===== config.mk =====
export PLATFORM = sky130hd
export DESIGN_NAME = i2c_master
export DESIGN_NICKNAME = d
export VERILOG_FILES = /design/src/rtl/i2c_master.sv
export SDC_FILE = /design/constraint.sdc
export NUM_CORES = 1
export LEC_CHECK = 0
export ABC_AREA = 1
export CAP_MARGIN = 30
export CELL_PAD_IN_SITES_DETAIL_PLACEMENT = 2
export CELL_PAD_IN_SITES_GLOBAL_PLACEMENT = 2
export CORE_ASPECT_RATIO = 1.1
export CORE_MARGIN = 4
export CORE_UTILIZATION = 26
export CTS_BUF_LIST = sky130_fd_sc_hd__clkbuf_16
export DETAILED_ROUTE_END_ITERATION = 8
export HOLD_SLACK_MARGIN = 0.06
export PLACE_DENSITY_LB_ADDON = 0.2
export SLEW_MARGIN = 20
export SYNTH_ARGS = -nofsm -noshare
export SYNTH_HDL_FRONTEND = slang
export SYNTH_SLANG_ARGS = --single-unit

===== constraint.sdc =====
create_clock -name clk -period 2 [get_ports clk]
set_input_delay 0.2 -clock clk [delete_from_list [all_inputs] [get_ports clk]]
set_output_delay 0.2 -clock clk [all_outputs]
set_load 0.02 [all_outputs]

===== src/rtl/i2c_master.sv =====
// Bus-attached I2C master: one byte per command with optional START/STOP framing.
// SCL/SDA are open-drain; the *_drv outputs are pull-low enables for the top-level pads.
module i2c_master #(
  parameter int clock_freq = 50_000_000,
  parameter int i2c_freq   = 100_000
) (
  input  logic        clk,
  input  logic        rst,
  input  logic        stb,
  input  logic        we,
  input  logic        addr,
  input  logic [31:0] data_in,
  output logic [31:0] data_out,
  output logic        ack,
  output logic        scl_drv,
  output logic        sda_drv,
  input  logic        sda_in
);

  localparam int Q  = clock_freq / (4 * i2c_freq);
  localparam int CW = (Q > 1) ? $clog2(Q) : 1;

  typedef enum logic [1:0] {IDLE, START, BIT, STOP} state_t;

  state_t      state_q, state_d;
  logic [CW-1:0] cnt_q, cnt_d;
  logic [1:0]  phase_q, phase_d;
  logic [3:0]  bit_q, bit_d;
  logic        busy_q, busy_d;
  logic        scl_q, scl_d;
  logic        sda_q, sda_d;
  logic [7:0]  rx_q, rx_d;
  logic        nack_q, nack_d;
  logic [7:0]  tx_q, tx_d;
  logic        stop_q, stop_d;
  logic        rd_q, rd_d;
  logic        mnack_q, mnack_d;

  logic        cmd_accept;
  logic        quarter_end;
  logic        quarter_start;
  logic [2:0]  bit_idx;
  logic        unused_data_in;

  assign unused_data_in = ^data_in[31:12];
  assign cmd_accept     = stb & we & ~addr & ~busy_q;
  assign quarter_end    = (cnt_q == CW'(Q - 1));
  assign quarter_start  = (cnt_q == '0);
  assign bit_idx        = 3'd7 - bit_q[2:0];

  assign ack      = stb;
  assign scl_drv  = scl_q;
  assign sda_drv  = sda_q;
  assign data_out = addr ? {30'b0, nack_q, busy_q} : {23'b0, nack_q, rx_q};

  always_comb begin
    state_d = state_q;
    cnt_d   = cnt_q;
    phase_d = phase_q;
    bit_d   = bit_q;
    busy_d  = busy_q;
    scl_d   = scl_q;
    sda_d   = sda_q;
    rx_d    = rx_q;
    nack_d  = nack_q;
    tx_d    = tx_q;
    stop_d  = stop_q;
    rd_d    = rd_q;
    mnack_d = mnack_q;

    // Quarter timer and phase advance; both wrap to 0 exactly when a state is entered.
    if (state_q != IDLE) begin
      cnt_d = quarter_end ? '0 : cnt_q + CW'(1);
      if (quarter_end) phase_d = phase_q + 2'd1;
    end

    case (state_q)
      IDLE: begin
        cnt_d   = '0;
        phase_d = 2'd0;
        if (cmd_accept) begin
          tx_d    = data_in[7:0];
          stop_d  = data_in[9];
          rd_d    = data_in[10];
          mnack_d = data_in[11];
          busy_d  = 1'b1;
          bit_d   = 4'd0;
          state_d = data_in[8] ? START : BIT;
        end
      end
      START: begin
        if (quarter_start) begin
          case (phase_q)
            2'd0: sda_d = 1'b0;
            2'd1: scl_d = 1'b0;
            2'd2: sda_d = 1'b1;
            default: scl_d = 1'b1;
          endcase
        end
        if (quarter_end && phase_q == 2'd3) state_d = BIT;
      end
      BIT: begin
        if (quarter_start) begin
          case (phase_q)
            2'd0: sda_d = (bit_q == 4'd8) ? (rd_q & ~mnack_q) : (~rd_q & ~tx_q[bit_idx]);
            2'd1: scl_d = 1'b0;
            2'd3: scl_d = 1'b1;
            default: ;
          endcase
        end
        // Sample at the end of the SCL-high quarter so the slave has a full quarter of setup.
        if (quarter_end && phase_q == 2'd2) begin
          if (bit_q == 4'd8) nack_d = rd_q ? mnack_q : sda_in;
          else if (rd_q)     rx_d   = {rx_q[6:0], sda_in};
        end
        if (quarter_end && phase_q == 2'd3) begin
          if (bit_q == 4'd8) begin
            if (stop_q) begin
              state_d = STOP;
            end else begin
              state_d = IDLE;
              busy_d  = 1'b0;
            end
          end else begin
            bit_d = bit_q + 4'd1;
          end
        end
      end
      STOP: begin
        if (quarter_start) begin
          case (phase_q)
            2'd0: sda_d = 1'b1;
            2'd1: scl_d = 1'b0;
            2'd2: sda_d = 1'b0;
            default: ;
          endcase
        end
        if (quarter_end && phase_q == 2'd3) begin
          state_d = IDLE;
          busy_d  = 1'b0;
          scl_d   = 1'b0;
          sda_d   = 1'b0;
        end
      end
      default: state_d = IDLE;
    endcase
  end

  always_ff @(posedge clk or posedge rst) begin
    if (rst) begin
      state_q <= IDLE;
      cnt_q   <= '0;
      phase_q <= 2'd0;
      bit_q   <= 4'd0;
      busy_q  <= 1'b0;
      scl_q   <= 1'b0;
      sda_q   <= 1'b0;
      rx_q    <= 8'd0;
      nack_q  <= 1'b0;
      tx_q    <= 8'd0;
      stop_q  <= 1'b0;
      rd_q    <= 1'b0;
      mnack_q <= 1'b0;
    end else begin
      state_q <= state_d;
      cnt_q   <= cnt_d;
      phase_q <= phase_d;
      bit_q   <= bit_d;
      busy_q  <= busy_d;
      scl_q   <= scl_d;
      sda_q   <= sda_d;
      rx_q    <= rx_d;
      nack_q  <= nack_d;
      tx_q    <= tx_d;
      stop_q  <= stop_d;
      rd_q    <= rd_d;
      mnack_q <= mnack_d;
    end
  end

endmodule


; Word-level counts from Yosys, hierarchy flattened
; Index checks and enable logic that the tools add are counted.
[totals]
register_bits = 38
latch_bits = 0
ram_bits = 0
mem_bits_ro = 0
input_bits = 38
out_inout_bits = 35
n_memories = 0
[classes]
n_addsub = 4
multipliers = 0
n_div = 0
n_lt_le_gt_ge = 1
n_eq_ne = 24
shift = 0
mux = 45
bitwise_logic = 11
n_reduce_logical = 21
[op_table]
columns = cell, count
row1 = $ne A2 B2 Y1 const B, 11
row2 = $mux W7, 3
row3 = $mux W2, 10
row4 = $mux W1, 18
row5 = $reduce_and A7 Y1, 2
row6 = $mux W4, 3
row7 = $mux W9, 1
row8 = $ne A3 B3 Y1 const B, 3
row9 = $pmux W1 S3, 3
row10 = $eq A2 B2 Y1 const B, 4
row11 = $pmux W1 S2, 4
row12 = $pmux W2 S4, 1
row13 = $pmux W4 S2, 1
row14 = $reduce_and A4 Y1, 2
row15 = $reduce_bool A2 Y1, 4
row16 = $add A7 B1 Y7 const B, 1
row17 = $eq A7 B7 Y1 const B, 1
row18 = $logic_not A7 Y1, 1
row19 = $not A1 Y1, 6
row20 = $reduce_and A6 Y1, 1
row21 = $reduce_bool A3 Y1, 2
row22 = $and A1 B1 Y1, 5
row23 = $reduce_and A5 Y1, 1
row24 = $add A4 B1 Y4 const B, 1
row25 = 13 further kinds, 17

; Logic depth before layout (Yosys ltp)
; Gate-level depths: netlist (run 1).
[depth]
word_depth = 9
ltp_mapped = 12

; Worst setup path after synthesis (run 1)
; OpenSTA, ideal clock, no wires.
[synth_timing]
path_type = flip-flop to flip-flop
startpoint = reg bit_q[0]
endpoint = reg rx_q[1]
setup_ns = 0.074
arrival_ns = 1.483
required_time_ns = 1.926
path_slack_ns = 0.443
path_stages_with_launch = 12
n_path_buf = 1
path_cell_list = dfrtp_1 -> inv_1 -> ha_1 -> nand2_1 -> nor2_1 -> inv_1 -> nand2_4 -> clkinv_2 -> nand3b_4 -> buf_6 -> nand2_2 -> o21ai_2
[synth_between]
elab_chain_len = 3
[synth_lines]
columns = element, line
row1 = start: declaration, 28  ; logic [3:0] bit_q, bit_d;
row2 = start signal: assignment, 168  ; bit_q <= bit_d;
row3 = $eq A4 B4 Y1, 113  ; if (bit_q == 4'd8) nack_d = rd_q ? mnack_q : sda_in;
row4 = $not A1 Y1 (no line), --
row5 = $reduce_and A4 Y1 (no line), --
row6 = end signal: assignment, 172  ; rx_q <= rx_d;
row7 = end: declaration, 32  ; logic [7:0] rx_q, rx_d;
; No other way between the ends.
; A chain may end at the register's enable or synchronous reset.

; Worst setup path in the final report (run 1)
[layout_timing]
startpoint = in addr
endpoint = out data_out[7]
[layout_between]
elab_chain_len = 1
[layout_lines]
columns = element, line
row1 = start: declaration, 11  ; input logic addr,
row2 = $mux W9, 54  ; assign data_out = addr ? {30'b0, nack_q, busy_q} : {23'b0, nack_q, rx_q};
row3 = end: declaration, 13  ; output logic [31:0] data_out,
; No other way between the ends.

==> metrics.txt, run 1 <==
io pins=73; WP data required=roughly 1.8 ns; Avg Cell Area, Syn=about 8 um^2; Seq/Total Area, Yosys=0.404; Tot Pwr=1.65 mW; crit end category=output pin; Mapped Cells=slightly below 300; Hold Buf Count CTS=0; CP startpoint kind=input port; area growth from synthesis to layout=20.9%; dpl cells=436; met2 Use GR=0.216; register bit total from synthesis=38; first-pass GRT wire length=approximately 10 mm; dpl hpwl=4.52 mm; Min Clock Period, post-route=about 1.8 ns; clk_lat worst skew=0.28 ns; fin util=0.322; Peak VDD IR=0.000317 V; met3 usage=0.0220; multi-input logic area=1110 um^2; Reg2Reg Setup Slack=0.34 ns; Port Buffers=29; Clock transition at path regs=0.06 ns; worst reg-to-reg path cell count=10; WL final=around 5.8 mm; DRT iter0 DRCs=31; DR pass1 iterations=4; CTS tree=built; Slew HR=0.649; DP Area=2700 um^2; crit-path max FO=7; Final GP Congestion=0.749; total number of vias=1888; FMAX=approximately 0.55 GHz; Hold Path Class=input port to asynchronous set/reset pin; commonest cells after routing, fill and taps aside=nand2_1 (57), inv_1 (40), dfrtp_1 (38), nor2_1 (36), clkdlybuf4s50_1 (29); Vias/cell=4.25; CTS buffer count=5; Rows=36; Setup Viol. Count Final=0; post-route clock period utilization=0.912; YS warnings=0; total global-route track usage=0.118; gr ovfl total=0; Pleak=1.41 nW; Max Cap Violations=0; setup bufs post-CTS=0; RSZ-0062 raised after global routing=no; fillers=1057; chip height=around 110 um; fin area=between 2000 and 3000 um^2; Antenna Violating Nets Remaining=0; Non-Filler Instances=about 440; DRC=0; width of the die=just under 100 um; critical path class=input port to output pin; M1 GR Usage=0.142; largest net degree at the start of global routing=39; Core ar.=~8800 um^2; Cell Pwr Density=around 580 nW/um^2; CP arrival=1.62 ns; initial core utilization=0.266; PostCTS Resize Cnt=0; clk_skew=0.00398 ns; Post-Syn Area=approximately 2400 um^2; commonest non-fill, non-tap cell in the layout=nand2_1; register area=around 950 um^2; ant diodes=0; Final Hold Fails=0; Post-layout nets=~380; reg2reg start=bit_q[1]; status=complete, no violations; initial antenna violation count=0; ratio of cells with drive above 1 in the final layout=0.121; Max Slew Vio Count=0; CP Capture Point=data_out[7]; synth unique cells=29; reg2reg end=rx_q[6]; vias in the first global route=between 2000 and 2500; GR peak layer=met2; Clock Path Buffers=2; Sink Count=38; crit path from=addr; Least-Margin Pin Slew=~0.53 ns; die area=roughly 11000 um^2; DR WL/cell=~13 um; Setup TNS=0 ns; root buf cell=clkbuf_16; H-tree Lvls=2
## metal layers
layer	share of wire	up-vias	wire [um]
met4	0.012	0	69
li1	-	934	-
met2	0.52	25	3030
met5	0	-	0
met3	0.031	6	180
met1	0.44	923	2550
## area by class of cell
type,count,area share
Clock inverter,3,0.00572
Clock buffer,5,0.0440
Sequential cell,38,0.335
Inverter,43,0.0572
Timing Repair Buffer,35,0.118
Tap cell,114,0.0502
Multi-Input combinational cell,206,0.390
## through the flow
| step | hold WS, ns | setup slack, ns |
|---|---|---|
| after floorplan | 0.342 | 0.443 |
| after CTS | 0.386 | 0.148 |
| final | 0.349 | 0.175 |
| after global placement | 0.466 | 0.181 |
| after detailed placement | 0.468 | 0.150 |
| after global routing | 0.432 | 0.0620 |
## registers in the layout, indices dropped and copies added, names as in the netlist, 2 cells and up
signal / count
bit_q: 4
cnt_q: 7
phase_q: 2
rx_q: 8
state_q: 2
tx_q: 8
## worst min-delay path by stage
stage          cells after the start  slack (ns)  endpoint  startpoint
2_1_floorplan                      2        0.34   rx_q[0]      sda_in
3_3_place_gp                       2        0.47   rx_q[7]     rx_q[7]
3_5_place_dp                       2        0.47   scl_drv     scl_drv
4_1_cts                            3        0.39  cnt_q[1]         rst
5_1_grt                            3        0.43   scl_drv         rst
6_report                           3        0.35   rx_q[3]         rst
## synth_stat cells
library cell | number | share of area
conb_1 | 1 | 0.0016
o21ai_1 | 3 | 0.0064
xnor2_1 | 3 | 0.011
nand3_1 | 24 | 0.051
nor2_1 | 36 | 0.057
xor2_1 | 4 | 0.015
buf_2 | 1 | 0.0021
inv_1 | 40 | 0.064
inv_2 | 2 | 0.0032
a21oi_4 | 1 | 0.0069
mux2_2 | 6 | 0.029
ha_1 | 8 | 0.043
clkbuf_1 | 1 | 0.0016
buf_4 | 24 | 0.077
nand3_2 | 2 | 0.0085
nor2_4 | 1 | 0.0048
nand3b_1 | 1 | 0.0032
o21ai_0 | 15 | 0.032
nand2_1 | 57 | 0.091
clkinv_2 | 1 | 0.0021
nand2_4 | 1 | 0.0048
a21oi_1 | 7 | 0.015
buf_6 | 2 | 0.0096
nand3b_4 | 1 | 0.0085
dfrtp_1 | 38 | 0.40
nand2_2 | 3 | 0.0080
nor3_1 | 1 | 0.0021
nor2_8 | 1 | 0.0085
o21ai_2 | 8 | 0.030
## worst max-delay path, cell delays in order
cell             delay [ns]
clkdlybuf4s50_1        0.50
buf_4                  0.21
nor2_1                 0.11
clkdlybuf4s50_1        0.61
## power breakdown
part / internal, mW / leakage, nW / switching, mW
sequential: 0.769 / 0.459 / 0
clock: 0.456 / 0.0672 / 0.323
combinational: 0.0365 / 0.887 / 0.0708
## kinds of logic (layout without fill, tap and decap cells)
kind of cell | Yosys count | count (layout) | share of synthesized area
and+or+nand+nor | 128 | 128 | 0.248
DFF | 38 | 38 | 0.404
buffers and inverters | 71 | 86 | 0.159
muxes | 6 | 6 | 0.0287
xor gates and xnor gates | 7 | 7 | 0.0261
other | 1 | 23 | 0.00159
AOI/OAI and AO/OA | 34 | 34 | 0.0899
adders and majority gates | 8 | 8 | 0.0426
No activity file was read; power rests on OpenSTA's default activity.
==> run 2: changes to the inputs <==
--- a/config.mk
+++ b/config.mk
@@ -11,7 +11,7 @@
 export CELL_PAD_IN_SITES_GLOBAL_PLACEMENT = 2
 export CORE_ASPECT_RATIO = 1.1
 export CORE_MARGIN = 4
-export CORE_UTILIZATION = 26
+export CORE_UTILIZATION = 24
 export CTS_BUF_LIST = sky130_fd_sc_hd__clkbuf_16
 export DETAILED_ROUTE_END_ITERATION = 8
 export HOLD_SLACK_MARGIN = 0.06
==> constraint.sdc (replaced) <==
create_clock -name clk -period 1.54 [get_ports clk]
set_input_delay 0.154 -clock clk [delete_from_list [all_inputs] [get_ports clk]]
set_output_delay 0.154 -clock clk [all_outputs]
set_load 0.02 [all_outputs]
==> metrics.txt, run 2 (synthesized netlist as in run 1, its figures left out) <==
status=complete, no violations; io pins=73; Final Hold Fails=0; WL final=between 6 and 7 mm; crit end category=register; die area=11500 um^2; Sink Count=38; Antenna Violating Nets Remaining=0; CP startpoint kind=register; CTS tree=built; ratio of cells with drive above 1 in the final layout=0.252; Core ar.=9440 um^2; critical path class=register to register; Clock Path Buffers=2; total global-route track usage=0.120; Port Buffers=29; Vias/cell=4.29; ant diodes=0; WP data required=1.69 ns; initial antenna violation count=0; total number of vias=around 2000; Final GP Congestion=0.763; Reg2Reg Setup Slack=between 0.07 and 0.08 ns; commonest cells after routing, fill and taps aside=nand2_1 (53), dfrtp_1 (38), nor2_1 (32), inv_1 (31), buf_4 (25); reg2reg start=state_q[0]; DR pass1 iterations=4; CP top delay family=simple AND/OR/NAND/NOR gates; DRC=0; commonest non-fill, non-tap cell in the layout=nand2_1; post-route clock period utilization=0.950; largest net degree at the start of global routing=39; multi-input logic area=between 1000 and 1500 um^2; Max Slew Vio Count=0; Max Cap Violations=0; H-tree Lvls=2; crit-path cells=nor2_2 -> nand2_1 -> nand2_4 -> inv_1 -> buf_4 -> nand3_1 -> o21ai_0; Min Clock Period, post-route=between 1 and 1.5 ns; area growth from synthesis to layout=37.1%; Rows=37; initial core utilization=0.249; clk_lat worst skew=approximately 0.28 ns; width of the die=~100 um; CTS buffer count=5; DRT iter0 DRCs=29; root buf cell=clkbuf_16; fillers=1112; Setup Viol. Count Final=0; gr ovfl total=0; crit path from=state_q[0]; Post-layout nets=~400; Pleak=1.61 nW; Clock transition at path regs=about 0.060 ns; slowest CP cell=dfrtp_1; Fin Hold WS=about 0.22 ns; worst path bufs/invs=2; dpl hpwl=about 4.8 mm; vias in the first global route=between 2000 and 2500; Cell Pwr Density=slightly below 800 nW/um^2; Hold Path Class=input port to asynchronous set/reset pin; Hold Buf Count CTS=0; register area=between 900 and 1000 um^2; CP peak stage delay=between 0.4 and 0.5 ns; Setup TNS=0 ns; crit-path max FO=4; Peak VDD IR=about 0.00041 V; FMAX=roughly 0.68 GHz; DR WL/cell=13.8 um; chip height=112 um; largest registers=rx_q: 8 flops, tx_q: 8 flops, cnt_q: 7 flops; clk_skew=0.00471 ns; CP arrival=between 1.5 and 2 ns; RSZ-0062 raised after global routing=yes; first-pass GRT wire length=10.9 mm
## run 2: cell types whose count changed in the layout (fill, tap and decap cells not counted), sizes merged
cell / previous run / this run
buf: 6 / 28
clkdlybuf4s50: 29 / 20
dlygate4sd2: 0 / 6
clkdlybuf4s15: 0 / 3
bufinv: 0 / 2
clkinv: 3 / 2
clkinvlp: 1 / 0
nand3b: 2 / 3
## run 2: cell type report
class | instances | share of cell area
clock inverter | 3 | 0.0213
timing repair buffer | 57 | 0.162
sequential | 38 | 0.295
inverter | 43 | 0.0524
tap | 117 | 0.0454
clock buffer | 5 | 0.0388
multi-input combinational | 207 | 0.385
## run 2: stage by stage
stage                util  setup slack, ns  cells  instance area (um^2)  power [mW]
floorplan               -           0.0276    315                  2430        1.14
global placement    0.303           -0.175    456                  2860        1.16
detailed placement  0.303           -0.205    456                  2860        1.16
CTS                 0.327          0.00574    465                  3090        2.55
global route        0.341          -0.0675    470                  3220        2.59
finish              0.341           0.0776    470                  3220        2.49
## run 2: layer usage
metal	vias to the layer above	share of wire	global-route usage
li1	984	-	-
met1	992	0.41	0.141
met2	34	0.55	0.223
met3	6	0.033	0.0150
met4	0	0.011	0.0315
met5	-	0	0
## run 2: worst min-delay path, delay by kind of cell
kind / cells / cell delay (ns)
buf+inv: 3 / 0.72
## run 2: what timing repair did
action,4_1_cts,5_1_grt
cloned,1,0
endpoints found under the hold margin,0,0
setup endpoints to repair,25,21
resized for setup,19,34
setup buffers,0,5
pin swaps,1,11
## run 2: worst paths after layout
kind | endpoint | cells past startpoint
min in group clk | tx_q[5] | 3
max reg2reg | bit_q[0] | 7
min reg2reg | scl_drv | 2
max | bit_q[0] | 7
min | cnt_q[0] | 3
max in group asynchronous | bit_q[1] | 3
## run 2: power by group
part	leakage (nW)	switching, mW	internal [mW]
registers	0.459	0	0.998
logic	1.06	0.0920	0.0499
clock network	0.0940	0.422	0.931
total	1.61	0.514	1.98
